**src/rtl/pixel_bus_if.sv**
```systemverilog
// Requester-side pixel bus: level read/write requests with done/error status and RGB return data.
interface pixel_bus_if;
    localparam int unsigned ADDR_W = 19;
    localparam int unsigned PIX_W  = 8;
    localparam int unsigned RGB_W  = 24;

    logic              read_en;
    logic              write_en;
    logic [ADDR_W-1:0] address;
    logic [PIX_W-1:0]  write_data;
    logic [RGB_W-1:0]  rgb;
    logic              read_done;
    logic              write_done;
    logic              rw_error;

    modport master (
        output read_en, write_en, address, write_data,
        input  rgb, read_done, write_done, rw_error
    );

    modport slave (
        input  read_en, write_en, address, write_data,
        output rgb, read_done, write_done, rw_error
    );
endinterface

```
**src/rtl/pixel_bus_responder.sv**
```systemverilog
// Bridges 4-phase pixel read/write requests onto a fixed-latency frame-buffer SRAM port.
// Define RW_ERROR_CHECK_EN to reject out-of-frame addresses with rw_error.
module pixel_bus_responder #(
    parameter int unsigned IMG_PIXELS = 307200,
    parameter int unsigned RD_LAT     = 2
) (
    input  logic        clk,
    input  logic        n_rst,
    pixel_bus_if.slave  bus,
    output logic [18:0] sram_addr,
    output logic        sram_re,
    output logic        sram_we,
    output logic [23:0] sram_wdata,
    input  logic [23:0] sram_rdata
);
    localparam int unsigned CNT_W  = 4;
    localparam int unsigned ADDR_W = 19;
    localparam int unsigned RGB_W  = 24;

    typedef enum logic [2:0] {
        IDLE    = 3'd0,
        RD_WAIT = 3'd1,
        RD_DONE = 3'd2,
        WR      = 3'd3,
        WR_DONE = 3'd4,
        ERR     = 3'd5
    } state_t;

    state_t             state_q, state_d;
    logic [CNT_W-1:0]   cnt_q, cnt_d;
    logic [RGB_W-1:0]   rgb_q, rgb_d;
    logic               read_done_q, read_done_d;
    logic               write_done_q, write_done_d;
    logic               rw_error_q, rw_error_d;
    logic [ADDR_W-1:0]  sram_addr_q, sram_addr_d;
    logic               sram_re_q, sram_re_d;
    logic               sram_we_q, sram_we_d;
    logic [RGB_W-1:0]   sram_wdata_q, sram_wdata_d;
    logic               addr_bad_c;

`ifdef RW_ERROR_CHECK_EN
    assign addr_bad_c = (32'(bus.address) >= IMG_PIXELS);
`else
    assign addr_bad_c = 1'b0;
`endif

    // The SRAM address/data registers double as the request latch while away from IDLE.
    always_comb begin
        state_d      = state_q;
        cnt_d        = cnt_q;
        rgb_d        = rgb_q;
        read_done_d  = 1'b0;
        write_done_d = 1'b0;
        rw_error_d   = 1'b0;
        sram_addr_d  = sram_addr_q;
        sram_re_d    = 1'b0;
        sram_we_d    = 1'b0;
        sram_wdata_d = sram_wdata_q;

        case (state_q)
            IDLE: begin
                if (bus.read_en) begin
                    if (addr_bad_c) begin
                        state_d    = ERR;
                        rw_error_d = 1'b1;
                    end else begin
                        state_d     = RD_WAIT;
                        sram_re_d   = 1'b1;
                        sram_addr_d = bus.address;
                        cnt_d       = CNT_W'(RD_LAT);
                    end
                end else if (bus.write_en) begin
                    if (addr_bad_c) begin
                        state_d    = ERR;
                        rw_error_d = 1'b1;
                    end else begin
                        state_d      = WR;
                        sram_we_d    = 1'b1;
                        sram_addr_d  = bus.address;
                        sram_wdata_d = {3{bus.write_data}};
                    end
                end
            end
            RD_WAIT: begin
                if (cnt_q <= CNT_W'(1)) begin
                    state_d     = RD_DONE;
                    cnt_d       = '0;
                    rgb_d       = sram_rdata;
                    read_done_d = 1'b1;
                end else begin
                    cnt_d = cnt_q - CNT_W'(1);
                end
            end
            RD_DONE: begin
                if (bus.read_en) read_done_d = 1'b1;
                else             state_d     = IDLE;
            end
            WR: begin
                state_d      = WR_DONE;
                write_done_d = 1'b1;
            end
            WR_DONE: begin
                if (bus.write_en) write_done_d = 1'b1;
                else              state_d      = IDLE;
            end
            ERR: begin
                if (bus.read_en || bus.write_en) rw_error_d = 1'b1;
                else                             state_d    = IDLE;
            end
            default: state_d = IDLE;
        endcase
    end

    always_ff @(posedge clk or negedge n_rst) begin
        if (!n_rst) begin
            state_q      <= IDLE;
            cnt_q        <= '0;
            rgb_q        <= '0;
            read_done_q  <= 1'b0;
            write_done_q <= 1'b0;
            rw_error_q   <= 1'b0;
            sram_addr_q  <= '0;
            sram_re_q    <= 1'b0;
            sram_we_q    <= 1'b0;
            sram_wdata_q <= '0;
        end else begin
            state_q      <= state_d;
            cnt_q        <= cnt_d;
            rgb_q        <= rgb_d;
            read_done_q  <= read_done_d;
            write_done_q <= write_done_d;
            rw_error_q   <= rw_error_d;
            sram_addr_q  <= sram_addr_d;
            sram_re_q    <= sram_re_d;
            sram_we_q    <= sram_we_d;
            sram_wdata_q <= sram_wdata_d;
        end
    end

    assign bus.rgb        = rgb_q;
    assign bus.read_done  = read_done_q;
    assign bus.write_done = write_done_q;
    assign bus.rw_error   = rw_error_q;
    assign sram_addr      = sram_addr_q;
    assign sram_re        = sram_re_q;
    assign sram_we        = sram_we_q;
    assign sram_wdata     = sram_wdata_q;
endmodule

```
**src/flat_wrapper.sv**
```systemverilog
// flat-port wrapper written by rule: the top's interface ports become plain ports
module pixel_bus_responder_flat 
#(
    parameter int unsigned IMG_PIXELS = 307200,
    parameter int unsigned RD_LAT     = 2
)
  (clk, n_rst, sram_addr, sram_re, sram_we, sram_wdata, sram_rdata, bus_read_en, bus_write_en, bus_address, bus_write_data, bus_rgb, bus_read_done, bus_write_done, bus_rw_error);
  pixel_bus_if bus_i ();
  input  logic clk;
  input  logic n_rst;
  output logic [18:0] sram_addr;
  output logic sram_re;
  output logic sram_we;
  output logic [23:0] sram_wdata;
  input  logic [23:0] sram_rdata;
  input wire logic [$bits(bus_i.read_en)-1:0] bus_read_en;
  input wire logic [$bits(bus_i.write_en)-1:0] bus_write_en;
  input wire logic [$bits(bus_i.address)-1:0] bus_address;
  input wire logic [$bits(bus_i.write_data)-1:0] bus_write_data;
  output wire logic [$bits(bus_i.rgb)-1:0] bus_rgb;
  output wire logic [$bits(bus_i.read_done)-1:0] bus_read_done;
  output wire logic [$bits(bus_i.write_done)-1:0] bus_write_done;
  output wire logic [$bits(bus_i.rw_error)-1:0] bus_rw_error;
  assign bus_i.read_en = bus_read_en;
  assign bus_i.write_en = bus_write_en;
  assign bus_i.address = bus_address;
  assign bus_i.write_data = bus_write_data;
  assign bus_rgb = bus_i.rgb;
  assign bus_read_done = bus_i.read_done;
  assign bus_write_done = bus_i.write_done;
  assign bus_rw_error = bus_i.rw_error;
  pixel_bus_responder #(.IMG_PIXELS(IMG_PIXELS), .RD_LAT(RD_LAT)) u_core (.clk(clk), .n_rst(n_rst), .bus(bus_i), .sram_addr(sram_addr), .sram_re(sram_re), .sram_we(sram_we), .sram_wdata(sram_wdata), .sram_rdata(sram_rdata));
endmodule
```
**config.mk**
```make
export PLATFORM = sky130hd
export DESIGN_NAME = pixel_bus_responder_flat
export DESIGN_NICKNAME = d
export VERILOG_FILES = /design/src/rtl/pixel_bus_if.sv /design/src/rtl/pixel_bus_responder.sv /design/src/flat_wrapper.sv
export SDC_FILE = /design/constraint.sdc
export NUM_CORES = 1
export LEC_CHECK = 0
export CAP_MARGIN = 10
export CORE_ASPECT_RATIO = 0.75
export CORE_UTILIZATION = 44
export DETAILED_ROUTE_END_ITERATION = 8
export GPL_ROUTABILITY_DRIVEN = 0
export PLACE_DENSITY = 0.85
export SLEW_MARGIN = 20
export SYNTH_ARGS = -nofsm -noshare
export SYNTH_HDL_FRONTEND = slang
export SYNTH_SLANG_ARGS = --single-unit
export TNS_END_PERCENT = 30
```
**constraint.sdc**
```tcl
create_clock -name clk -period 3.9 [get_ports clk]
set_input_delay 0.39 -clock clk [delete_from_list [all_inputs] [get_ports clk]]
set_output_delay 0.39 -clock clk [all_outputs]
set_load 0.02 [all_outputs]
```
==> results of run 1 <==
-- final timing paths --
path | start | slack (ns) | depth (start not counted) | end
max | u_core.state_q[1]$_DFFE_PN0P_ | 1.85 | 3 | u_core.sram_addr[1]$_DFFE_PN0P_
min | n_rst | 0.15 | 1 | u_core.bus.rgb[18]$_DFFE_PN0P_
max reg2reg | u_core.state_q[1]$_DFFE_PN0P_ | 1.85 | 3 | u_core.sram_addr[1]$_DFFE_PN0P_
min reg2reg | u_core.bus.rgb[2]$_DFFE_PN0P_ | 0.51 | 1 | u_core.bus.rgb[2]$_DFFE_PN0P_
max in group asynchronous | n_rst | 2.90 | 2 | u_core.cnt_q[0]$_DFFE_PN0P_
min in group clk | u_core.bus.rgb[2]$_DFFE_PN0P_ | 0.51 | 1 | u_core.bus.rgb[2]$_DFFE_PN0P_
-- stage by stage --
stage,instances,hold WS (ns),setup slack (ns),utilization (%)
after global placement,361,0.488,1.70,66.1
after CTS,377,0.154,1.81,69.9
after global routing,377,0.194,1.71,69.9
after detailed placement,361,0.490,1.62,66.1
after floorplan,179,0.0944,2.23,-
final,377,0.147,1.85,69.9
-- cells in the final DEF (no fill, tap or decap), types with 2 or more instances in the layout --
cell type,count
mux2i_1,2
nor3_1,2
clkbuf_8,9
clkdlybuf4s50_1,125
inv_1,5
nor2_1,3
nand3_1,3
nand3b_1,2
clkinvlp_4,2
clkinv_4,2
dfrtp_1,63
a21oi_1,2
o22ai_1,2
mux2_4,20
mux2_2,31
ha_1,2
bufinv_16,2
-- worst reg2reg max path, stage by stage (launching register included) --
cell and delay [ns]:
dfrtp_1 0.50, nor3_2 0.29, o21a_1 0.72, mux2_2 0.43
-- flip-flops by register name (all words and copies together) (netlist names) --
name,flops
u_core.sram_we,1
u_core.bus.rgb,24
u_core.sram_addr,19
u_core.sram_wdata,8
u_core.bus.write_done,1
u_core.bus.read_done,1
u_core.bus.rw_error,1
u_core.state_q,3
u_core.cnt_q,4
u_core.sram_re,1
-- cell families after synthesis --
logic type,after synthesis
multiplexers,53
adder cells (fa/ha/maj),2
flip-flops,63
AO/OA/AOI/OAI,12
XOR/XNOR,1
buffers and inverters,28
AND/OR/NAND/NOR,20
-- final cells by class --
class                      instances  area, um2
clock buffer                       9        124
clock inverter                     7       97.6
fill                             426       1770
inverter                           5       18.8
multi-input combinational         88        936
sequential                        63       1580
tap                               78       97.6
timing repair buffer             127       1260
-- report_power, final --
part | switching [mW] | total (mW) | internal (mW)
Clock | 0.264 | 0.624 | 0.360
Combinational | 0.938 | 2.10 | 1.16
Sequential | 0.225 | 1.20 | 0.977
-- per-layer routing --
layer | part of all wire (%) | track usage, % | up-vias | wire [um]
li1 | - | - | 838 | -
met1 | 43 | 23.3 | 868 | 2530
met2 | 47 | 31.2 | 94 | 2780
met3 | 9.4 | 10.1 | 6 | 554
met4 | 0.63 | 5.64 | 0 | 37
met5 | 0 | 0 | - | 0
==> metrics, run 1 <==
Hold Crit Class=in2async; first-pass GRT wire length=9500 um; run status=finished, final reports clean; Sink Count=63; Final Power=3.93 mW; Seq/Total Area, Yosys=58.1%; WL final=5900 um; Port Buffer Count=126; Primary FF master, synth=dfrtp_1; synth warn=0; Compound-Gate Fraction of Synth Area=3.18%; combinational family with the most area after synthesis=multiplexers; mux share of post-synthesis cell area=24.7%; wire per inst=15.7 um; final hold viol count=0; CP required=4.12 ns; post-CTS setup buffers=0; initial antenna violation count=0; Non-Filler Cell Area, Final=4110 um2; vias in the first global route=1,909; Async SR Flop Fraction=100%; Post-synth EDFFs=0; Via Count=1,806; final setup vio count=0; top cell type's share of synthesized area=58.1%; area grow syn2layout=51.7%; Total Neg Setup Slack=0 ns; NumNets Final=351; critical path type=reg2reg; Synth area leader=dfrtp_1; synth cell count leaders=dfrtp_1 (63), mux2_2 (31), mux2_4 (20); cts bufs inserted=9; Slew headroom=43.8%; Synthesized Nets=236; CTS tree=done; crit path DAT=2.27 ns; GRT Total Usage=19.6%; Post-Syn Area=2710 um2; startpoint types=flop; Core ar.=5890 um2; cts hold-fix bufs=0; Post-CTS Resized=0; maxcap violations=0; fin crit period=2.05 ns; io pins=127; Initial Util=46.1%; top post-synthesis cells by area=dfrtp_1 (58%), mux2_2 (13%), mux2_4 (11%); Worst path max stage delay=0.72 ns; DR pass1 iterations=4; clock skew=0.00604 ns; DRC viols=0; RSZ-0062 raised after global routing=false; DP Area=3890 um2; largest net degree at the start of global routing=39; Unique masters post-synth=34; Mapped Cells=179; ANT cells=0; row cnt=24; xor/xnor share of the synthesized area=0.323%; Crit Path Max Fanout=20; die width=92.7 um; Overflow after GRT=0; clk buf depth=2; cell chain of the critical path=nor3_2 > o21a_1 > mux2_2; dpl hpwl=4360 um; Leak Pwr=1.80 nW; maximum clock frequency=0.489 GHz; VDD IR max=0.000454 V; Syn Area/Cell=15.2 um2; post-route ant nets=0; synthesized flop and latch total=63; Die ar.=6490 um2; pwr/cell area=954 nW/um2; Slew Viols, Final=0; die height=70 um; crit path max-delay cell type=o21a_1; Slew @ Worst Pin=0.842 ns; adder-cell share of the synthesized area=0.923%; Buf/Inv on CP=0; clk_lat worst skew=0.34 ns; H-tree Lvls=3; delay-heaviest family, CP=compound AO/OA/AOI/OAI gates; Clock Tree Root=clkbuf_8; layout cells sized above 1=25.1%; Initial DRC Count=84; Final Cycle Share=52.5%; top-count cell post-synth=dfrtp_1; CTS clock-pin slew for the worst setup and hold paths=0.07 ns; Simple-Gate Fraction of Synth Area=5.40%; CP endpoint kind=flop; via-per-instance ratio=4.79
Power figures use the tool's default switching activity.
==> run 2: changes to the inputs <==
--- a/config.mk
+++ b/config.mk
@@ -7,10 +7,10 @@
 export LEC_CHECK = 0
 export CAP_MARGIN = 10
 export CORE_ASPECT_RATIO = 0.75
-export CORE_UTILIZATION = 44
+export CORE_UTILIZATION = 37
 export DETAILED_ROUTE_END_ITERATION = 8
 export GPL_ROUTABILITY_DRIVEN = 0
-export PLACE_DENSITY = 0.85
+export PLACE_DENSITY = 0.76
 export SLEW_MARGIN = 20
 export SYNTH_ARGS = -nofsm -noshare
 export SYNTH_HDL_FRONTEND = slang
==> constraint.sdc (replaced) <==
create_clock -name clk -period 1.77 [get_ports clk]
set_input_delay 0.177 -clock clk [delete_from_list [all_inputs] [get_ports clk]]
set_output_delay 0.177 -clock clk [all_outputs]
set_load 0.02 [all_outputs]
==> metrics, run 2 (synthesis gave the netlist of run 1 again) <==
run status=finished, final reports clean; Initial DRC Count=40 (-52%); io pins=127 (unchanged); NumNets Final=364 (+3.7%); via-per-instance ratio=4.54 (-5.2%); clock skew=0.00939 ns (+0.00335 ns); GR Layer Usage met1=20.7% (-2.5 points); commonest non-fill, non-tap cell in the layout=clkdlybuf4s50_1; Crit Path Max Fanout=8 (-60%); number of flip-flops in the largest register=24 (unchanged); initial antenna violation count=0 (unchanged); CTS clock-pin slew for the worst setup and hold paths=0.07 ns (about the same); DR pass1 iterations=4 (unchanged); CP endpoint kind=flop; first-pass GRT wire length=9590 um (+0.95%); GRT Total Usage=16.3% (-3.3 points); Die ar.=7680 um2 (+18%); area grow syn2layout=57.4%; layout cells sized above 1=27.6% (+2.5 points); VDD IR max=0.000869 V (+91%); fin crit period=1.70 ns (-0.348 ns); dpl hpwl=4330 um (-0.70%); maximum clock frequency=0.589 GHz (+20%); DP Area=4040 um2 (+3.7%); die height=76.2 um (+8.8%); post-CTS setup buffers=0 (unchanged); most frequent cells in the layout=clkdlybuf4s50_1 (125), dfrtp_1 (63), mux2_2 (31), mux2_4 (20), clkbuf_8 (9); Hold Crit Class=in2async; DRC viols=0 (unchanged); pwr/cell area=2050 nW/um2 (+120%); Core ar.=6960 um2 (+18%); final worst slack=0.0708 ns (-1.78 ns); clk_lat worst skew=0.33 ns (about the same); H-tree Lvls=3 (unchanged); Slew Viols, Final=0 (unchanged); Slew @ Worst Pin=0.471 ns (-0.371 ns); Final Cycle Share=96.0% (+44 points); Leak Pwr=1.88 nW (+4.4%); gr busiest metal=met2; grt met2 use=24.9% (-6.3 points); startpoint types=flop; Clock Tree Root=clkbuf_8; Fill cells=582 (+37%); Via Count=1,861 (+3.0%); row cnt=26 (+8.3%); Port Buffer Count=126 (unchanged); die width=101 um (+8.9%); final hold viol count=0 (unchanged); CP required=1.98 ns (-2.14 ns); wire per inst=14.3 um (-8.7%); cts bufs inserted=9 (unchanged); Slew headroom=68.5% (+25 points); Initial Util=39.0% (-7.1 points); largest net degree at the start of global routing=34 (-13%); Non-Filler Cell Area, Final=4270 um2 (+3.8%); critical path type=reg2reg; clk buf depth=2 (unchanged); maxcap violations=0 (unchanged); met3 usage=7.25% (-2.9 points); Sink Count=63 (unchanged); ANT cells=0 (unchanged); post-placement setup slack=-0.0777 ns (-1.69 ns); vias in the first global route=1,921 (+0.63%); final setup vio count=0 (unchanged); Overflow after GRT=0 (unchanged); CTS tree=done; crit path DAT=1.91 ns (-0.36 ns); post-route ant nets=0 (unchanged); Final Power=8.76 mW (+120%); WL final=5860 um (-0.71%)
## run 2: worst paths after layout
kind                                                       from                           endpoint  slack (ns)  cells past startpoint
worst max-delay path                u_core.cnt_q[0]$_DFFE_PN0P_     u_core.bus.rgb[18]$_DFFE_PN0P_        0.07                      6
worst min-delay path                                      n_rst     u_core.bus.rgb[10]$_DFFE_PN0P_        0.41                      3
worst max register to register      u_core.cnt_q[0]$_DFFE_PN0P_     u_core.bus.rgb[18]$_DFFE_PN0P_        0.07                      6
worst min register to register  u_core.sram_addr[9]$_DFFE_PN0P_    u_core.sram_addr[9]$_DFFE_PN0P_        0.51                      1
max in group asynchronous                                 n_rst    u_core.sram_addr[7]$_DFFE_PN0P_        1.03                      3
min in group clk                              bus_write_data[4]  u_core.sram_wdata[20]$_DFFE_PN0P_        0.45                      2
## run 2: metal layers
| metal | up-vias | wire (um) |
|---|---|---|
| met1 | 892 | 2590 |
| met5 | - | 0 |
| li1 | 866 | - |
| met3 | 9 | 579 |
| met4 | 0 | 59 |
| met2 | 94 | 2630 |
## run 2: timing repair
| item | CTS | global route |
|---|---|---|
| endpoints found under the setup margin | 0 | 21 |
| hold endpoints to repair | 63 | 0 |
| resized for setup | 0 | 3 |
| hold buffers | 1 | 0 |
## run 2: final cells by class
type,count,area (um2),share of cell area [%]
Clock buffer,10,128,2.99
Sequential cell,63,1580,36.9
Timing Repair Buffer,140,1420,33.3
Multi-Input combinational cell,88,940,22.0
Clock inverter,6,61.3,1.44
Inverter,5,18.8,0.440
Tap cell,98,123,2.87
## run 2: critical path, stage by stage, from the launching register on
cell and delay, ns:
dfrtp_1 0.40, inv_1 0.06, ha_1 0.21, or2_4 0.26, nand3_4 0.18, clkbuf_16 0.18
mux2_4 0.29
## run 2: through the flow
step                cells  TNS [ns]  hold WS, ns  utilization [%]
floorplan             179         0       -0.119                -
global placement      392         0        0.230             58.0
detailed placement    392   -0.0777        0.234             58.0
CTS                   409         0        0.406             60.9
global route          410  -0.00612        0.439             61.3
finish                410         0        0.410             61.3
## run 2: power by group
group | total [mW] | internal, mW | switching [mW]
Sequential | 2.63 | 2.15 | 0.475
Clock | 1.19 | 0.645 | 0.544
Combinational | 4.94 | 2.81 | 2.13
